$ cat src/rtl/io_bus_ctrl.sv
// Memory-mapped I/O controller: input FIFO with edge-triggered capture plus a single-word output register.
// Optional blocking behaviour (CPU stall on empty read / busy write) is enabled by defining IO_BLOCKING_EN.
module io_bus_ctrl #(
    parameter int IN_DEPTH = 4,
    parameter int ADDR_W   = 8
) (
    input  logic              clk,
    input  logic              rst,
    input  logic [ADDR_W-1:0] addr,
    input  logic              re,
    input  logic              we,
    input  logic [31:0]       wdata,
    output logic [31:0]       rdata,
    output logic              stall,
    input  logic [1:0]        is_ready,
    input  logic [31:0]       data_input,
    output logic [31:0]       data_output,
    output logic              out_valid
);

    localparam int PTR_W = $clog2(IN_DEPTH);
    localparam logic [PTR_W:0]   FULL_CNT = (PTR_W+1)'(IN_DEPTH);
    localparam logic [PTR_W:0]   CNT_ONE  = (PTR_W+1)'(1);
    localparam logic [PTR_W-1:0] PTR_ONE  = PTR_W'(1);

    localparam logic [1:0] REG_IN_STATUS  = 2'd0;
    localparam logic [1:0] REG_IN_DATA    = 2'd1;
    localparam logic [1:0] REG_OUT_STATUS = 2'd2;
    localparam logic [1:0] REG_OUT_DATA   = 2'd3;

    typedef enum logic { OUT_IDLE = 1'b0, OUT_BUSY = 1'b1 } out_state_t;
    typedef enum logic { IN_RUN = 1'b0, IN_WAIT = 1'b1 } in_state_t;

    logic [31:0]      mem_r [IN_DEPTH];
    logic [PTR_W-1:0] rd_ptr_r;
    logic [PTR_W-1:0] wr_ptr_r;
    logic [PTR_W:0]   count_r;
    logic             edge_prev_r;
    logic             overflow_r;
    logic             drop_r;
    logic [31:0]      data_output_r;
    out_state_t       out_state_r;
    out_state_t       out_state_nxt_s;

    logic [1:0] sel_s;
    logic       wr_s;
    logic       rd_s;
    logic       rd_in_s;
    logic       wr_out_s;
    logic       empty_s;
    logic       full_s;
    logic       push_s;
    logic       push_ok_s;
    logic       pop_s;
    logic       load_out_s;
    logic       drop_set_s;
    logic       stall_in_s;
    logic       stall_out_s;
    logic       addr_unused_s;

    // Only addr[3:2] selects a register; the remaining bits are don't-care.
    assign addr_unused_s = ^{addr[ADDR_W-1:4], addr[1:0]};

    assign sel_s    = addr[3:2];
    assign wr_s     = we;
    assign rd_s     = re & ~we;
    assign rd_in_s  = rd_s & (sel_s == REG_IN_DATA);
    assign wr_out_s = wr_s & (sel_s == REG_OUT_DATA);

    assign empty_s   = (count_r == '0);
    assign full_s    = (count_r == FULL_CNT);
    assign push_s    = is_ready[0] & ~edge_prev_r;
    assign push_ok_s = push_s & ~full_s;
    assign pop_s     = rd_in_s & ~empty_s;

    assign out_valid   = (out_state_r == OUT_BUSY);
    assign data_output = data_output_r;
    assign stall       = stall_in_s | stall_out_s;

`ifdef IO_BLOCKING_EN
    in_state_t in_state_r;
    in_state_t in_state_nxt_s;

    // Input FSM: hold the CPU in IN_WAIT until the FIFO has a word to return.
    always_comb begin
        in_state_nxt_s = in_state_r;
        stall_in_s     = 1'b0;
        case (in_state_r)
            IN_RUN: begin
                if (rd_in_s && empty_s) begin
                    stall_in_s     = 1'b1;
                    in_state_nxt_s = IN_WAIT;
                end else begin
                    in_state_nxt_s = IN_RUN;
                end
            end
            IN_WAIT: begin
                if (empty_s) begin
                    stall_in_s     = 1'b1;
                    in_state_nxt_s = IN_WAIT;
                end else begin
                    in_state_nxt_s = IN_RUN;
                end
            end
            default: begin
                in_state_nxt_s = IN_RUN;
            end
        endcase
    end

    // Input FSM state register.
    always_ff @(posedge clk) begin
        if (rst) begin
            in_state_r <= IN_RUN;
        end else begin
            in_state_r <= in_state_nxt_s;
        end
    end
`else
    assign stall_in_s = 1'b0;
`endif

    // Output FSM: load on write when idle; a write while busy stalls or is dropped depending on build.
    always_comb begin
        out_state_nxt_s = out_state_r;
        load_out_s      = 1'b0;
        drop_set_s      = 1'b0;
        stall_out_s     = 1'b0;
        case (out_state_r)
            OUT_IDLE: begin
                if (wr_out_s) begin
                    load_out_s      = 1'b1;
                    out_state_nxt_s = OUT_BUSY;
                end else begin
                    out_state_nxt_s = OUT_IDLE;
                end
            end
            OUT_BUSY: begin
                if (is_ready[1]) begin
                    out_state_nxt_s = OUT_IDLE;
                end else begin
                    out_state_nxt_s = OUT_BUSY;
                end
                if (wr_out_s) begin
`ifdef IO_BLOCKING_EN
                    stall_out_s = 1'b1;
`else
                    drop_set_s  = 1'b1;
`endif
                end else begin
                    stall_out_s = 1'b0;
                end
            end
            default: begin
                out_state_nxt_s = OUT_IDLE;
            end
        endcase
    end

    // CPU read mux; IN_DATA on an empty FIFO reads as zero.
    always_comb begin
        rdata = 32'h0000_0000;
        case (sel_s)
            REG_IN_STATUS:  rdata = {30'h0, overflow_r, ~empty_s};
            REG_IN_DATA:    rdata = empty_s ? 32'h0000_0000 : mem_r[rd_ptr_r];
            REG_OUT_STATUS: rdata = {30'h0, drop_r, out_valid};
            REG_OUT_DATA:   rdata = data_output_r;
            default:        rdata = 32'h0000_0000;
        endcase
    end

    // Input capture edge detector, FIFO storage/pointers and overflow flag.
    always_ff @(posedge clk) begin
        if (rst) begin
            edge_prev_r <= 1'b0;
            rd_ptr_r    <= '0;
            wr_ptr_r    <= '0;
            count_r     <= '0;
            overflow_r  <= 1'b0;
            for (int i = 0; i < IN_DEPTH; i++) begin
                mem_r[i] <= 32'h0000_0000;
            end
        end else begin
            edge_prev_r <= is_ready[0];
            if (push_ok_s) begin
                mem_r[wr_ptr_r] <= data_input;
                wr_ptr_r        <= wr_ptr_r + PTR_ONE;
            end
            if (pop_s) begin
                rd_ptr_r <= rd_ptr_r + PTR_ONE;
            end
            case ({push_ok_s, pop_s})
                2'b10:   count_r <= count_r + CNT_ONE;
                2'b01:   count_r <= count_r - CNT_ONE;
                default: count_r <= count_r;
            endcase
            // A new overflow in the clearing cycle wins so no loss goes unreported.
            if (push_s && full_s) begin
                overflow_r <= 1'b1;
            end else if (wr_s && (sel_s == REG_IN_STATUS)) begin
                overflow_r <= 1'b0;
            end
        end
    end

    // Output state, output word and drop flag; reset abandons any pending word.
    always_ff @(posedge clk) begin
        if (rst) begin
            out_state_r   <= OUT_IDLE;
            data_output_r <= 32'h0000_0000;
            drop_r        <= 1'b0;
        end else begin
            out_state_r <= out_state_nxt_s;
            if (load_out_s) begin
                data_output_r <= wdata;
            end
            if (drop_set_s) begin
                drop_r <= 1'b1;
            end else if (wr_s && (sel_s == REG_OUT_STATUS)) begin
                drop_r <= 1'b0;
            end
        end
    end

endmodule
$ cat config.mk
export PLATFORM = sky130hd
export DESIGN_NAME = io_bus_ctrl
export DESIGN_NICKNAME = d
export VERILOG_FILES = /design/src/rtl/io_bus_ctrl.sv
export SDC_FILE = /design/constraint.sdc
export NUM_CORES = 1
export LEC_CHECK = 0
export CAP_MARGIN = 10
export CORE_MARGIN = 4
export CORE_UTILIZATION = 56
export DETAILED_ROUTE_END_ITERATION = 16
export PLACE_DENSITY = 0.87
export SLEW_MARGIN = 30
export SYNTH_ARGS = -nofsm -noshare
export SYNTH_HDL_FRONTEND = slang
export SYNTH_SLANG_ARGS = --single-unit
$ cat constraint.sdc
create_clock -name clk -period 9.6 [get_ports clk]
set_input_delay 1.92 -clock clk [delete_from_list [all_inputs] [get_ports clk]]
set_output_delay 1.92 -clock clk [all_outputs]
set_load 0.005 [all_outputs]
==> impl_metrics.yaml, run 1 <==
logic_synthesis:
  yosysTopAreaCellShare_pct: 50.6
  yosysWarnings: 0
  yosysUniqueCellTypes: 43
  yosysTopAreaCell: "edfxtp_1"
  async_flop_share_pct: 0
  synth_edf_count: 128
  syn_inst: 570
  yosysSeqAreaShare_pct: 62.4
  yosysMostFrequentCell: "and2_1"
  syn_area_um2: 7600
  syn_nets: 650
  yosys-top-cells-area: "edfxtp_1 (51%), dfxtp_1 (12%), and2_1 (11%)"
  synth-seq-cells: 173
  synth_flop_cell: "edfxtp_1"
  synthTopCellsByCount: "and2_1 (129), edfxtp_1 (128), nand2_1 (65), dfxtp_1 (45), a21oi_1 (40)"
  syn-mean-instance-area_um2: 13.3
critical_path:
  slowest_delay_ns: 0.89
  path_buf_inv: 4
  crit_arrival_ns: 4.66
  cp_max_fo: 21
  crit_chain: "clkdlybuf4s50_1, inv_1, nor3_2, buf_4, a22o_1, clkdlybuf4s50_1"
  crit_type: "primary input to output port"
  critPathSlowestCell: "nor3_2"
  start_kind: "primary input"
  crit_top_cell: "clkdlybuf4s50_1"
  worst_ep_required_time_ns: 7.68
  cp.depth: 6
  cp-end-kind: "output port"
  rr_worst_depth: 9
  path_delay_family: "buffers and inverters"
timing:
  report.final.slew_viol_count: 0
  fmax_ghz: 0.152
  worst_hold_slack_ns: 0.475
  worst_slack_ns: 3.02
  hold_viol: 0
  setup_tns_ns: 0
  tightest_slew_ns: 1.09
  period_minus_slack_ns: 6.58
  post-route-period-util_pct: 68.5
  slew_headroom_pct: 26.8
  skew_ns: 0.0120
  finalSetupViolCount: 0
  rsz0062_at_grt: "no"
floorplanning:
  num_io_pins: 144
  die_x_um: 125
  num_rows: 42
  die_area_um2: 15500
  core_area_um2: 13200
  die_h_um: 125
  start_util_pct: 57.4
power_and_ir_drop:
  power_mw: 1.77
  irDropWorstVdd_mv: 0.133
  power_leakage_nw: 3.46
  powerDensity_nw_per_um2: 180
finish:
  multiInputGateArea_um2: 2700
  layout.cells.non_filler: 884
  syn_to_final_growth_pct: 28.8
  fin_area_um2: 9790
  nNetsFinal: 775
  layout.area.seq_um2: 4750
  fin_util_pct: 73.9
  drive_gt1_share_pct: 12.1
  final.fill_count: 815
  n_antenna_cell: 0
place:
  gp_congestion: 0.749
  dp_cells: 852
  dp_hpwl_um: 11800
  pre_cts_ws_ns: 3.14
  postPlaceCellArea_um2: 9140
  port_buffers: 136
global_route:
  grt_pass1_wl_um: 30100
  grt_pass1_vias: 5420
  grt_util_all_layers_pct: 25.4
  grt_overflow: 0
  antenna_found_initial: 0
  grt_max_degree: 51
clocking:
  cts_resized: 0
  clock_latency_ns: 0.44
  cts_buffer_depth: 2
  clock-sinks: 173
  cts.htree.levels: 4
  cts-root-buf: "clkbuf_16"
  cts_made_buffers: 17
  cts_setup_buffers: 0
  cts_tree: "done"
  cts.reportedPaths.clkPinSlew_ns: 0.06
  cts_hold_buf: 0
routing:
  firstDrtPassIters: 5
  routed_wl_um: 19300
  drtIter0Drc: 451
  route.vias.total: 5177
  drc_errors: 0
  top_layer: "met4"
  met1_length_um: 7010
  wl_per_cell_um: 21.8
  viasPerCell: 5.86
  wl_met2_um: 10300
  wl_met3_um: 1150
  drtAntennaViolNets: 0
run:
  cap_violations: 0
min_path:
  worstHoldPathType: "flip-flop to flip-flop"
  whs_path_depth: 2
run_status:
  status: "completed"
where the power goes:
group	total, mW	switching [mW]	leakage [nW]	internal (mW)
Combinational	0.156	0.0769	1.46	0.0793
Sequential	0.861	0.0173	1.70	0.844
Clock	0.748	0.282	0.309	0.466
Total	1.77	0.376	3.46	1.39
state kept, by name, indices dropped and copies added, names as in the netlist, named ones only:
name and flops:
count_r 3, data_output 32, drop_r 1, edge_prev_r 1, mem_r 128, out_valid 1
overflow_r 1, rd_ptr_r 2, wr_ptr_r 2
layout make-up:
class | instances | share of cell area, %
repair buffers | 148 | 14.8
multi-input cells | 347 | 27.6
inverters | 8 | 0.307
clock buffers | 20 | 4.56
well taps | 176 | 2.25
clock inverters | 12 | 1.97
flip-flops and latches | 173 | 48.5
path summary, 6_finish.rpt:
kind | start | end | slack (ns)
setup reg to reg | count_r[2] | count_r[2] | 6.83
hold reg to reg | data_output[9] | data_output[9] | 0.48
setup / recovery | addr[2] | rdata[7] | 3.02
hold / removal | data_output[9] | data_output[9] | 0.48
tightest hold or removal path, stage by stage (launching register included):
cell and delay, ns:
dfxtp_1 0.32, nand2_1 0.05, a21oi_1 0.05
per-layer routing:
metal / vias to the layer above / track usage, %
li1: 2317 / -
met4: 0 / 13.2
met3: 53 / 5.83
met1: 2545 / 29.3
met5: - / 0
met2: 262 / 44.1
cells by family after synthesis:
group | Yosys count | share of synthesized area (%)
simple gates | 225 | 17.0
flops | 173 | 62.4
compound gates | 84 | 7.42
buf+inv | 50 | 2.81
mux | 33 | 9.61
fa+ha+maj | 2 | 0.428
xor+xnor | 2 | 0.230
other cells | 1 | 0.0493
cells in the final DEF, fill, tap and decap left out, types with 2 or more instances in the layout:
cell type / count
nor4b_4: 2
buf_4: 12
dfxtp_1: 44
mux4_2: 32
clkinv_4: 2
clkinv_2: 2
nand2_1: 65
inv_1: 8
clkinv_1: 2
xor2_1: 2
a221o_1: 2
nor2_1: 8
o21ai_0: 5
clkbuf_16: 17
nand2b_1: 5
and2_1: 129
clkbuf_1: 2
clkdlybuf4s50_1: 135
or3_1: 3
edfxtp_1: 128
bufinv_16: 5
a21oi_1: 40
a22o_1: 30
nor3_2: 2
Power figures use the tool's default switching activity.
==> inputs of run 2 (changes only) <==
--- a/config.mk
+++ b/config.mk
@@ -7,9 +7,9 @@
 export LEC_CHECK = 0
 export CAP_MARGIN = 10
 export CORE_MARGIN = 4
-export CORE_UTILIZATION = 56
+export CORE_UTILIZATION = 52
 export DETAILED_ROUTE_END_ITERATION = 16
-export PLACE_DENSITY = 0.87
+export PLACE_DENSITY = 0.82
 export SLEW_MARGIN = 30
 export SYNTH_ARGS = -nofsm -noshare
 export SYNTH_HDL_FRONTEND = slang
==> constraint.sdc (replaced) <==
create_clock -name clk -period 6.15 [get_ports clk]
set_input_delay 1.23 -clock clk [delete_from_list [all_inputs] [get_ports clk]]
set_output_delay 1.23 -clock clk [all_outputs]
set_load 0.005 [all_outputs]
==> impl_metrics.yaml, run 2 (synthesis gave the netlist of run 1 again) <==
global_route:
  grt_overflow: 0
  antenna_found_initial: 1
  grt_pass1_wl_um: 28900
  grt_util_all_layers_pct: 23.3
  grt_max_degree: 51
  grt_pass1_vias: 5416
power_and_ir_drop:
  powerDensity_nw_per_um2: 281
  irDropWorstVdd_mv: 0.217
  power_leakage_nw: 3.48
routing:
  routed_wl_um: 18800
  drtAntennaViolNets: 0
  wl_per_cell_um: 21.1
  drtIter0Drc: 331
  route.vias.total: 5098
  firstDrtPassIters: 5
  drc_errors: 0
  viasPerCell: 5.72
clocking:
  cts.htree.levels: 4
  cts.reportedPaths.clkPinSlew_ns: 0.06
  clock_latency_ns: 0.43
  clock-sinks: 173
  cts-root-buf: "clkbuf_16"
  cts_made_buffers: 17
  cts_hold_buf: 0
  cts_buffer_depth: 2
  cts_setup_buffers: 0
  cts_resized: 0
  cts_tree: "done"
place:
  pre_cts_ws_ns: 1.23
  gp_congestion: 0.764
  dp_cells: 858
  postPlaceCellArea_um2: 9170
  dp_hpwl_um: 11900
  port_buffers: 136
floorplanning:
  die_h_um: 129
  num_io_pins: 144
  num_rows: 43
  die_area_um2: 16600
  die_x_um: 129
  start_util_pct: 53.9
  core_area_um2: 14100
critical_path:
  crit_arrival_ns: 3.71
  cp_max_fo: 19
  rr_startpoint: "count_r[2]"
  crit_type: "primary input to output port"
  start_kind: "primary input"
  cp-end-kind: "output port"
  worst_ep_required_time_ns: 4.92
  critPathLaunch: "addr[3]"
timing:
  setup_tns_ns: 0
  worst_slack_ns: 1.21
  finalSetupViolCount: 0
  tightest_slew_ns: 0.973
  rsz0062_at_grt: "no"
  hold_viol: 0
  period_minus_slack_ns: 4.94
  skew_ns: 0.0108
  post-route-period-util_pct: 80.3
  fmax_ghz: 0.202
  slew_headroom_pct: 35.1
  report.final.slew_viol_count: 0
run_status:
  status: "completed"
finish:
  fin_area_um2: 9830
  drive_gt1_share_pct: 12.7
  largest_register_ffs: 128
  layout.cells.non_filler: 891
  layout_common_cells: "clkdlybuf4s50_1 (135), and2_1 (129), edfxtp_1 (128)"
  top_register: "mem_r"
  final_common_cell: "clkdlybuf4s50_1"
  final.fill_count: 967
  syn_to_final_growth_pct: 29.3
  nNetsFinal: 777
min_path:
  worstHoldPathType: "flip-flop to flip-flop"
  worstHoldStart: "data_output[25]"
run:
  cap_violations: 0
-- run 2: worst paths after layout --
| path | slack (ns) | endpoint | cells past startpoint |
|---|---|---|---|
| worst max-delay path | 1.21 | rdata[6] | 5 |
| worst min-delay path | 0.48 | data_output[25] | 2 |
| worst max register to register | 3.34 | count_r[2] | 9 |
| worst min register to register | 0.48 | data_output[25] | 2 |
-- run 2: worst max-delay path, stage by stage --
cell	delay, ns
clkdlybuf4s50_1	0.69
and2_1	0.64
buf_4	0.40
a22o_1	0.21
clkdlybuf4s50_1	0.52
-- run 2: through the flow --
step	util [%]	total power, mW	hold WS, ns
6_report	69.7	2.76	0.475
5_1_grt	69.7	2.84	0.502
4_1_cts	69.6	2.77	0.480
3_5_place_dp	65.0	1.61	0.469
3_3_place_gp	64.9	1.59	0.456
2_1_floorplan	-	1.47	0.453
-- run 2: cell type report --
class / count / area, um^2 / area share (%)
clock inverter: 11 / 189 / 1.92
clock buffer: 21 / 460 / 4.69
inverter: 8 / 30.0 / 0.306
sequential: 173 / 4750 / 48.3
timing repair buffer: 150 / 1460 / 14.9
antenna: 1 / 2.50 / 0.0255
tap: 180 / 225 / 2.29
multi-input combinational: 347 / 2710 / 27.6
-- run 2: report_power, final --
part / switching (mW) / internal, mW
Sequential: 0.0254 / 1.32
Clock: 0.430 / 0.741
Combinational: 0.119 / 0.125
Total: 0.574 / 2.18
-- run 2: metal layers --
| metal | GRT usage (%) | vias up | share of wire, % |
|---|---|---|---|
| met4 | 9.08 | 0 | 2.1 |
| met3 | 6.35 | 40 | 7.2 |
| met1 | 28.4 | 2534 | 39 |
| li1 | - | 2325 | - |
| met2 | 39.6 | 199 | 52 |
| met5 | 0 | - | 0 |
